==> src/rtl/network_interface_tx_if.sv <==
// Flit types shared by the NI transmitter and its environment, and the NI <-> core/router bundle.
// master: the NI transmit side; slave: the local core and the router input port.
package network_interface_tx_pkg;
    localparam int VC_NUM            = 4;
    localparam int VC_SIZE           = $clog2(VC_NUM);
    localparam int DEST_ADDR_SIZE_X  = 4;
    localparam int DEST_ADDR_SIZE_Y  = 4;
    localparam int HEAD_PAYLOAD_SIZE = 8;
    localparam int FLIT_DATA_SIZE    = DEST_ADDR_SIZE_X + DEST_ADDR_SIZE_Y + HEAD_PAYLOAD_SIZE;

    typedef enum logic [1:0] {HEAD = 2'd0, BODY = 2'd1, TAIL = 2'd2, HEADTAIL = 2'd3} flit_label_t;

    typedef struct packed {
        logic [DEST_ADDR_SIZE_X-1:0]  x_dest;
        logic [DEST_ADDR_SIZE_Y-1:0]  y_dest;
        logic [HEAD_PAYLOAD_SIZE-1:0] head_pl;
    } head_data_t;

    typedef union packed {
        head_data_t                head_data;
        logic [FLIT_DATA_SIZE-1:0] bt_pl;
    } flit_data_t;

    typedef struct packed {
        flit_label_t        flit_label;
        logic [VC_SIZE-1:0] vc_id;
        flit_data_t         data;
    } flit_t;
endpackage

interface network_interface_tx_if
    import network_interface_tx_pkg::*;
#(
    parameter int MAX_PKT_SIZE = 16
);
    localparam int SIZE_W = $clog2(MAX_PKT_SIZE + 1);

    logic                         pkt_valid_i;
    logic                         pkt_ready_o;
    logic [DEST_ADDR_SIZE_X-1:0]  x_dest_i;
    logic [DEST_ADDR_SIZE_Y-1:0]  y_dest_i;
    logic [HEAD_PAYLOAD_SIZE-1:0] head_pl_i;
    logic [SIZE_W-1:0]            pkt_size_i;
    logic                         body_valid_i;
    logic                         body_ready_o;
    logic [FLIT_DATA_SIZE-1:0]    body_data_i;
    flit_t                        data_o;
    logic                         valid_flit_o;
    logic [VC_NUM-1:0]            on_off_i;
    logic [VC_NUM-1:0]            vc_allocatable_i;

    modport master (
        input  pkt_valid_i, x_dest_i, y_dest_i, head_pl_i, pkt_size_i,
        input  body_valid_i, body_data_i, on_off_i, vc_allocatable_i,
        output pkt_ready_o, body_ready_o, data_o, valid_flit_o
    );

    modport slave (
        output pkt_valid_i, x_dest_i, y_dest_i, head_pl_i, pkt_size_i,
        output body_valid_i, body_data_i, on_off_i, vc_allocatable_i,
        input  pkt_ready_o, body_ready_o, data_o, valid_flit_o
    );
endinterface

==> src/rtl/network_interface_tx.sv <==
// NoC network-interface transmitter: turns a core header + body stream into VC-tagged flits.
// Define NI_TX_VC_ROUND_ROBIN_EN for round-robin VC choice; default is fixed lowest-index priority.
// state | meaning
// IDLE  | waiting for a header while some VC is idle and on
// SEND  | emitting flits of the latched packet on cur_vc
module network_interface_tx
    import network_interface_tx_pkg::*;
#(
    parameter int MAX_PKT_SIZE = 16
) (
    input logic                   clk,
    input logic                   rst,
    network_interface_tx_if.master ni
);
    localparam int SIZE_W = $clog2(MAX_PKT_SIZE + 1);

    typedef enum logic {IDLE = 1'b0, SEND = 1'b1} state_t;

    state_t                       state;
    logic [VC_SIZE-1:0]           cur_vc;
    logic [SIZE_W-1:0]            cnt;
    logic [SIZE_W-1:0]            size_q;
    logic [DEST_ADDR_SIZE_X-1:0]  x_q;
    logic [DEST_ADDR_SIZE_Y-1:0]  y_q;
    logic [HEAD_PAYLOAD_SIZE-1:0] hp_q;
    flit_t                        data_q;
    logic                         valid_q;

    logic [VC_NUM-1:0]  eligible;
    logic [VC_SIZE-1:0] sel_vc;
    logic               found;
    logic [SIZE_W-1:0]  size_in;
    logic               emit;
    logic               last;
    flit_t              flit_next;

`ifdef NI_TX_VC_ROUND_ROBIN_EN
    logic [VC_SIZE-1:0] rr_ptr;
    logic [VC_SIZE-1:0] idx;

    // Search starts one past the last VC used; VC_NUM is a power of two so the index wraps.
    always_comb begin
        sel_vc = '0;
        found  = 1'b0;
        idx    = '0;
        for (int i = 0; i < VC_NUM; i++) begin
            idx = rr_ptr + VC_SIZE'(i + 1);
            if (!found && eligible[idx]) begin
                found  = 1'b1;
                sel_vc = idx;
            end
        end
    end
`else
    always_comb begin
        sel_vc = '0;
        found  = 1'b0;
        for (int i = 0; i < VC_NUM; i++) begin
            if (!found && eligible[i]) begin
                found  = 1'b1;
                sel_vc = VC_SIZE'(i);
            end
        end
    end
`endif

    assign eligible = ni.vc_allocatable_i & ni.on_off_i;

    always_comb begin
        if (ni.pkt_size_i == '0)
            size_in = SIZE_W'(1);
        else if (ni.pkt_size_i > SIZE_W'(MAX_PKT_SIZE))
            size_in = SIZE_W'(MAX_PKT_SIZE);
        else
            size_in = ni.pkt_size_i;
    end

    assign emit = (state == SEND) && ni.on_off_i[cur_vc] && ((cnt == '0) || ni.body_valid_i);
    assign last = (cnt == size_q - SIZE_W'(1));

    always_comb begin
        flit_next       = '0;
        flit_next.vc_id = cur_vc;
        if (size_q == SIZE_W'(1))
            flit_next.flit_label = HEADTAIL;
        else if (cnt == '0)
            flit_next.flit_label = HEAD;
        else if (last)
            flit_next.flit_label = TAIL;
        else
            flit_next.flit_label = BODY;
        if (cnt == '0) begin
            flit_next.data.head_data.x_dest  = x_q;
            flit_next.data.head_data.y_dest  = y_q;
            flit_next.data.head_data.head_pl = hp_q;
        end else begin
            flit_next.data.bt_pl = ni.body_data_i;
        end
    end

    always_ff @(posedge clk or posedge rst) begin
        if (rst) begin
            state   <= IDLE;
            cur_vc  <= '0;
            cnt     <= '0;
            size_q  <= '0;
            x_q     <= '0;
            y_q     <= '0;
            hp_q    <= '0;
            data_q  <= '0;
            valid_q <= 1'b0;
`ifdef NI_TX_VC_ROUND_ROBIN_EN
            rr_ptr  <= '0;
`endif
        end else begin
            case (state)
                IDLE: begin
                    valid_q <= 1'b0;
                    if (ni.pkt_valid_i && found) begin
                        x_q    <= ni.x_dest_i;
                        y_q    <= ni.y_dest_i;
                        hp_q   <= ni.head_pl_i;
                        size_q <= size_in;
                        cur_vc <= sel_vc;
                        cnt    <= '0;
                        state  <= SEND;
`ifdef NI_TX_VC_ROUND_ROBIN_EN
                        rr_ptr <= sel_vc;
`endif
                    end
                end
                SEND: begin
                    if (emit) begin
                        valid_q <= 1'b1;
                        data_q  <= flit_next;
                        cnt     <= cnt + SIZE_W'(1);
                        if (last)
                            state <= IDLE;
                    end else begin
                        valid_q <= 1'b0;
                    end
                end
                default: state <= IDLE;
            endcase
        end
    end

    assign ni.pkt_ready_o  = (state == IDLE) && found;
    assign ni.body_ready_o = (state == SEND) && (cnt != '0) && ni.on_off_i[cur_vc];
    assign ni.data_o       = data_q;
    assign ni.valid_flit_o = valid_q;
endmodule

==> src/flat_wrapper.sv <==
// flat-port wrapper written by rule: the top's interface ports become plain ports
module network_interface_tx_flat import network_interface_tx_pkg::*;
#(
    parameter int MAX_PKT_SIZE = 16
)
  (clk, rst, ni_pkt_valid_i, ni_x_dest_i, ni_y_dest_i, ni_head_pl_i, ni_pkt_size_i, ni_body_valid_i, ni_body_data_i, ni_on_off_i, ni_vc_allocatable_i, ni_pkt_ready_o, ni_body_ready_o, ni_data_o, ni_valid_flit_o);
  network_interface_tx_if #(.MAX_PKT_SIZE(MAX_PKT_SIZE)) ni_i ();
  input logic clk;
  input logic rst;
  input wire logic [$bits(ni_i.pkt_valid_i)-1:0] ni_pkt_valid_i;
  input wire logic [$bits(ni_i.x_dest_i)-1:0] ni_x_dest_i;
  input wire logic [$bits(ni_i.y_dest_i)-1:0] ni_y_dest_i;
  input wire logic [$bits(ni_i.head_pl_i)-1:0] ni_head_pl_i;
  input wire logic [$bits(ni_i.pkt_size_i)-1:0] ni_pkt_size_i;
  input wire logic [$bits(ni_i.body_valid_i)-1:0] ni_body_valid_i;
  input wire logic [$bits(ni_i.body_data_i)-1:0] ni_body_data_i;
  input wire logic [$bits(ni_i.on_off_i)-1:0] ni_on_off_i;
  input wire logic [$bits(ni_i.vc_allocatable_i)-1:0] ni_vc_allocatable_i;
  output wire logic [$bits(ni_i.pkt_ready_o)-1:0] ni_pkt_ready_o;
  output wire logic [$bits(ni_i.body_ready_o)-1:0] ni_body_ready_o;
  output wire logic [$bits(ni_i.data_o)-1:0] ni_data_o;
  output wire logic [$bits(ni_i.valid_flit_o)-1:0] ni_valid_flit_o;
  assign ni_i.pkt_valid_i = ni_pkt_valid_i;
  assign ni_i.x_dest_i = ni_x_dest_i;
  assign ni_i.y_dest_i = ni_y_dest_i;
  assign ni_i.head_pl_i = ni_head_pl_i;
  assign ni_i.pkt_size_i = ni_pkt_size_i;
  assign ni_i.body_valid_i = ni_body_valid_i;
  assign ni_i.body_data_i = ni_body_data_i;
  assign ni_i.on_off_i = ni_on_off_i;
  assign ni_i.vc_allocatable_i = ni_vc_allocatable_i;
  assign ni_pkt_ready_o = ni_i.pkt_ready_o;
  assign ni_body_ready_o = ni_i.body_ready_o;
  assign ni_data_o = ni_i.data_o;
  assign ni_valid_flit_o = ni_i.valid_flit_o;
  network_interface_tx #(.MAX_PKT_SIZE(MAX_PKT_SIZE)) u_core (.clk(clk), .rst(rst), .ni(ni_i));
endmodule
==> config.mk <==
export PLATFORM = sky130hd
export DESIGN_NAME = network_interface_tx_flat
export DESIGN_NICKNAME = d
export VERILOG_FILES = /design/src/rtl/network_interface_tx_if.sv /design/src/rtl/network_interface_tx.sv /design/src/flat_wrapper.sv
export SDC_FILE = /design/constraint.sdc
export NUM_CORES = 1
export LEC_CHECK = 0
export ABC_AREA = 0
export CAP_MARGIN = 20
export CORE_MARGIN = 8
export CORE_UTILIZATION = 47
export DETAILED_ROUTE_END_ITERATION = 10
export GPL_TIMING_DRIVEN = 0
export PLACE_DENSITY = 0.89
export SLEW_MARGIN = 20
export SYNTH_ARGS = -nofsm -noshare
export SYNTH_HDL_FRONTEND = slang
export SYNTH_SLANG_ARGS = --single-unit
==> constraint.sdc <==
create_clock -name clk -period 1.92 [get_ports clk]
set_clock_uncertainty 0.1 [all_clocks]
set_input_delay 0.288 -clock clk [delete_from_list [all_inputs] [get_ports clk]]
set_output_delay 0.288 -clock clk [all_outputs]
set_load 0.005 [all_outputs]
==> results of run 1 <==
[final timing paths]
check / from / slack (ps) / end / cells after the start
max in group asynchronous: rst / 1020 / u_core.cnt[0] / 3
min in group clk: u_core.y_q[3] / 380 / u_core.y_q[3] / 2
setup / recovery: u_core.cnt[1] / -170 / ni_body_ready_o / 8
hold reg to reg: u_core.y_q[3] / 380 / u_core.y_q[3] / 2
hold / removal: rst / 190 / u_core.ni.data_o[2] / 2
setup reg to reg: u_core.cnt[1] / -70 / u_core.ni.data_o[6] / 10
[critical path, delay by kind of cell (launching register included)]
kind	cells	cell delay, ps
simple gates	2	340
flops	1	420
fa+ha+maj	1	130
buf+inv	5	510
[through the flow]
step / hold slack, ps / cells / total power [uW] / worst slack [ps] / instance area (sq um)
after CTS: 202 / 396 / 5420 / -120 / 3480
after detailed placement: 362 / 381 / 4570 / -582 / 3290
final: 190 / 397 / 5420 / -166 / 3490
after floorplan: 293 / 239 / 3610 / 89.1 / 2470
after global routing: 241 / 397 / 5790 / -219 / 3490
after global placement: 358 / 380 / 4450 / -593 / 3270
[flip-flops by register name, indices dropped and copies added (netlist names)]
| register | count |
|---|---|
| u_core.x_q | 4 |
| u_core.ni.valid_flit_o | 1 |
| u_core.state | 1 |
| u_core.cur_vc | 2 |
| u_core.cnt | 5 |
| u_core.y_q | 4 |
| u_core.hp_q | 8 |
| u_core.size_q | 5 |
| u_core.ni.data_o | 20 |
[report_power, final]
group	internal, uW	switching [uW]	total (uW)
sequential	1530	349	1880
clock	290	344	634
combinational	1540	1360	2900
total	3370	2050	5420
[logic make-up after synthesis]
family	synth area share (%)
compound gates	12.4
flops	50.7
mux	7.81
fa+ha+maj	2.03
buf+inv	4.72
xor+xnor	3.04
simple gates	19.3
[cells in the final DEF, fill, tap and decap left out, types with 3 or more instances in the layout]
master	synthesis	layout
a21oi_1	4	4
buf_2	3	3
buf_4	2	9
buf_8	3	3
clkbuf_8	0	6
clkdlybuf4s50_1	0	69
dfrtp_1	50	49
ha_1	4	3
inv_2	0	3
mux2i_1	17	17
nand2_1	72	72
nand2_2	10	10
nand3_1	3	3
nand3b_1	3	3
nor2_1	6	6
nor3_1	3	3
o21ai_1	5	4
o21ai_2	15	16
o31ai_1	3	3
xnor2_1	4	4
[repair_timing]
| item | in CTS | in global routing |
|---|---|---|
| setup endpoints to repair | 21 | 43 |
| cloned | 0 | 0 |
| pin swaps | 4 | 0 |
| setup buffers | 7 | 1 |
| resized for setup | 19 | 4 |
[layout make-up]
class,instances,area (sq um),share of cell area [%]
plain buffers,10,97.6,2.80
clock buffers,6,82.6,2.37
clock inverters,2,12.5,0.359
inverters,7,36.3,1.04
multi-input cells,172,1130,32.4
flip-flops and latches,50,1250,35.9
well taps,70,87.6,2.51
repair buffers,80,791,22.7
[routing by layer]
metal  routed length, um  global-route usage, %  up-vias
met5                   0                      0        -
met4                 106                   5.99        0
met3                 412                   4.55       14
met2                3140                   28.1       59
met1                2500                   18.6      966
li1                    -                      -      988
==> impl_metrics.ini, run 1 <==
[synthesis]
synth_top_cells_by_area = dfrtp_1, nand2_1, mux2i_1
avgSynthCellArea_sq_um = 10.3
async_reset_ff_share_pct = 100
synth_top_area_share_pct = 50.7
yosysMostFrequentCell = nand2_1
yosys.area.top_type = dfrtp_1
synthCells = 239
yosysWarnings = 0
syn_nets = 292
synthTopCellsByCount = nand2_1, dfrtp_1, mux2i_1
ys_seq_elements = 50
synth_edf_count = 0
ys_seq_area_share_pct = 50.7
synth_ff_type = dfrtp_1
synthDistinctLibCells = 40
syn_area_sq_um = 2470

[place]
hpwlAfterDp_um = 4510
place.gp.congestion = 0.800
port-buffer-count = 71

[setup_path]
critical_path_peak_fanout = 2
start_kind = flip-flop
end_kind = output port
slowest_stage = dfrtp_1
crit_path_cell_trace = inv_2 -> ha_4 -> nor4b_4 -> buf_4 -> buf_12 -> inv_4 -> and3_4 -> buf_6
slowest_delay_ps = 420
cp.arrival_ps = 1700
path_class = flip-flop to output port
required_ps = 1530

[status]
status = finished with violations
violations = negative setup slack

[floorplanning]
initial_core_util_pct = 48.6
ios = 72
core.rowCount = 26
coreArea_sq_um = 5070
die_area_sq_um = 7820
die_y_um = 88.5
die_x_um = 88.5

[sta]
slew_violations = 0
final.min_clock_period_ps = 2090
fin_crit_sh_pct = 109
relSlewSlack_pct = 72.2
setup-tns-final_ps = -1340
finalSetupViolations = 23
setup_slack_ps = -166
max_freq_mhz = 479
tightest_slew_ps = 417
rsz0062_at_grt = true
hold_viol = 0

[grt]
gr-total-overflow = 0
grt_pass1_wl_um = 9840
grt_max_degree = 33
grtUsageTotal_pct = 16.2
antenna_found_initial = 0
grt_pass1_vias = 2124

[cells_and_area]
fin_util_pct = 68.8
drive_above_1_share_pct = 20.5
syn_to_final_growth_pct = 41.4
nNetsFinal = 379
diodes = 0
n_fill_cell = 402

[route]
viasPerCell = 5.11
routedWlPerCell_um = 15.5
drtAntennaViolNets = 0
firstDrtPassIters = 4
drc = 0
vias = 2027
first_iter_violations = 90
wirelength_um = 6170

[clock_network]
clk_latency_ps = 300
ctsHoldBuffers = 0
h-tree-depth = 2
clockBufferDepth = 2
clock-sinks = 50
cts_buffers = 5
clk_pin_slew_ps = 90
root_buffer = clkbuf_8
cts_tree = done

[job]
maxCapViolCount = 0

[worst_hold_path]
min_path_type = input pin to async pin

[power_and_ir_drop]
vdd_drop_max_mv = 0.630
p_leak_uw = 0.00159
power.density_nw_per_um2 = 1550
(Power assumes the default switching activity.)
==> run 2, diff against run 1 <==
--- a/config.mk
+++ b/config.mk
@@ -9,6 +9,7 @@
 export CAP_MARGIN = 20
 export CORE_MARGIN = 8
 export CORE_UTILIZATION = 47
+export CTS_CLUSTER_DIAMETER = 30
 export DETAILED_ROUTE_END_ITERATION = 10
 export GPL_TIMING_DRIVEN = 0
 export PLACE_DENSITY = 0.89
==> results of run 2 <==
Same layout as run 1: the final DEF is identical, and so are final timing and power.
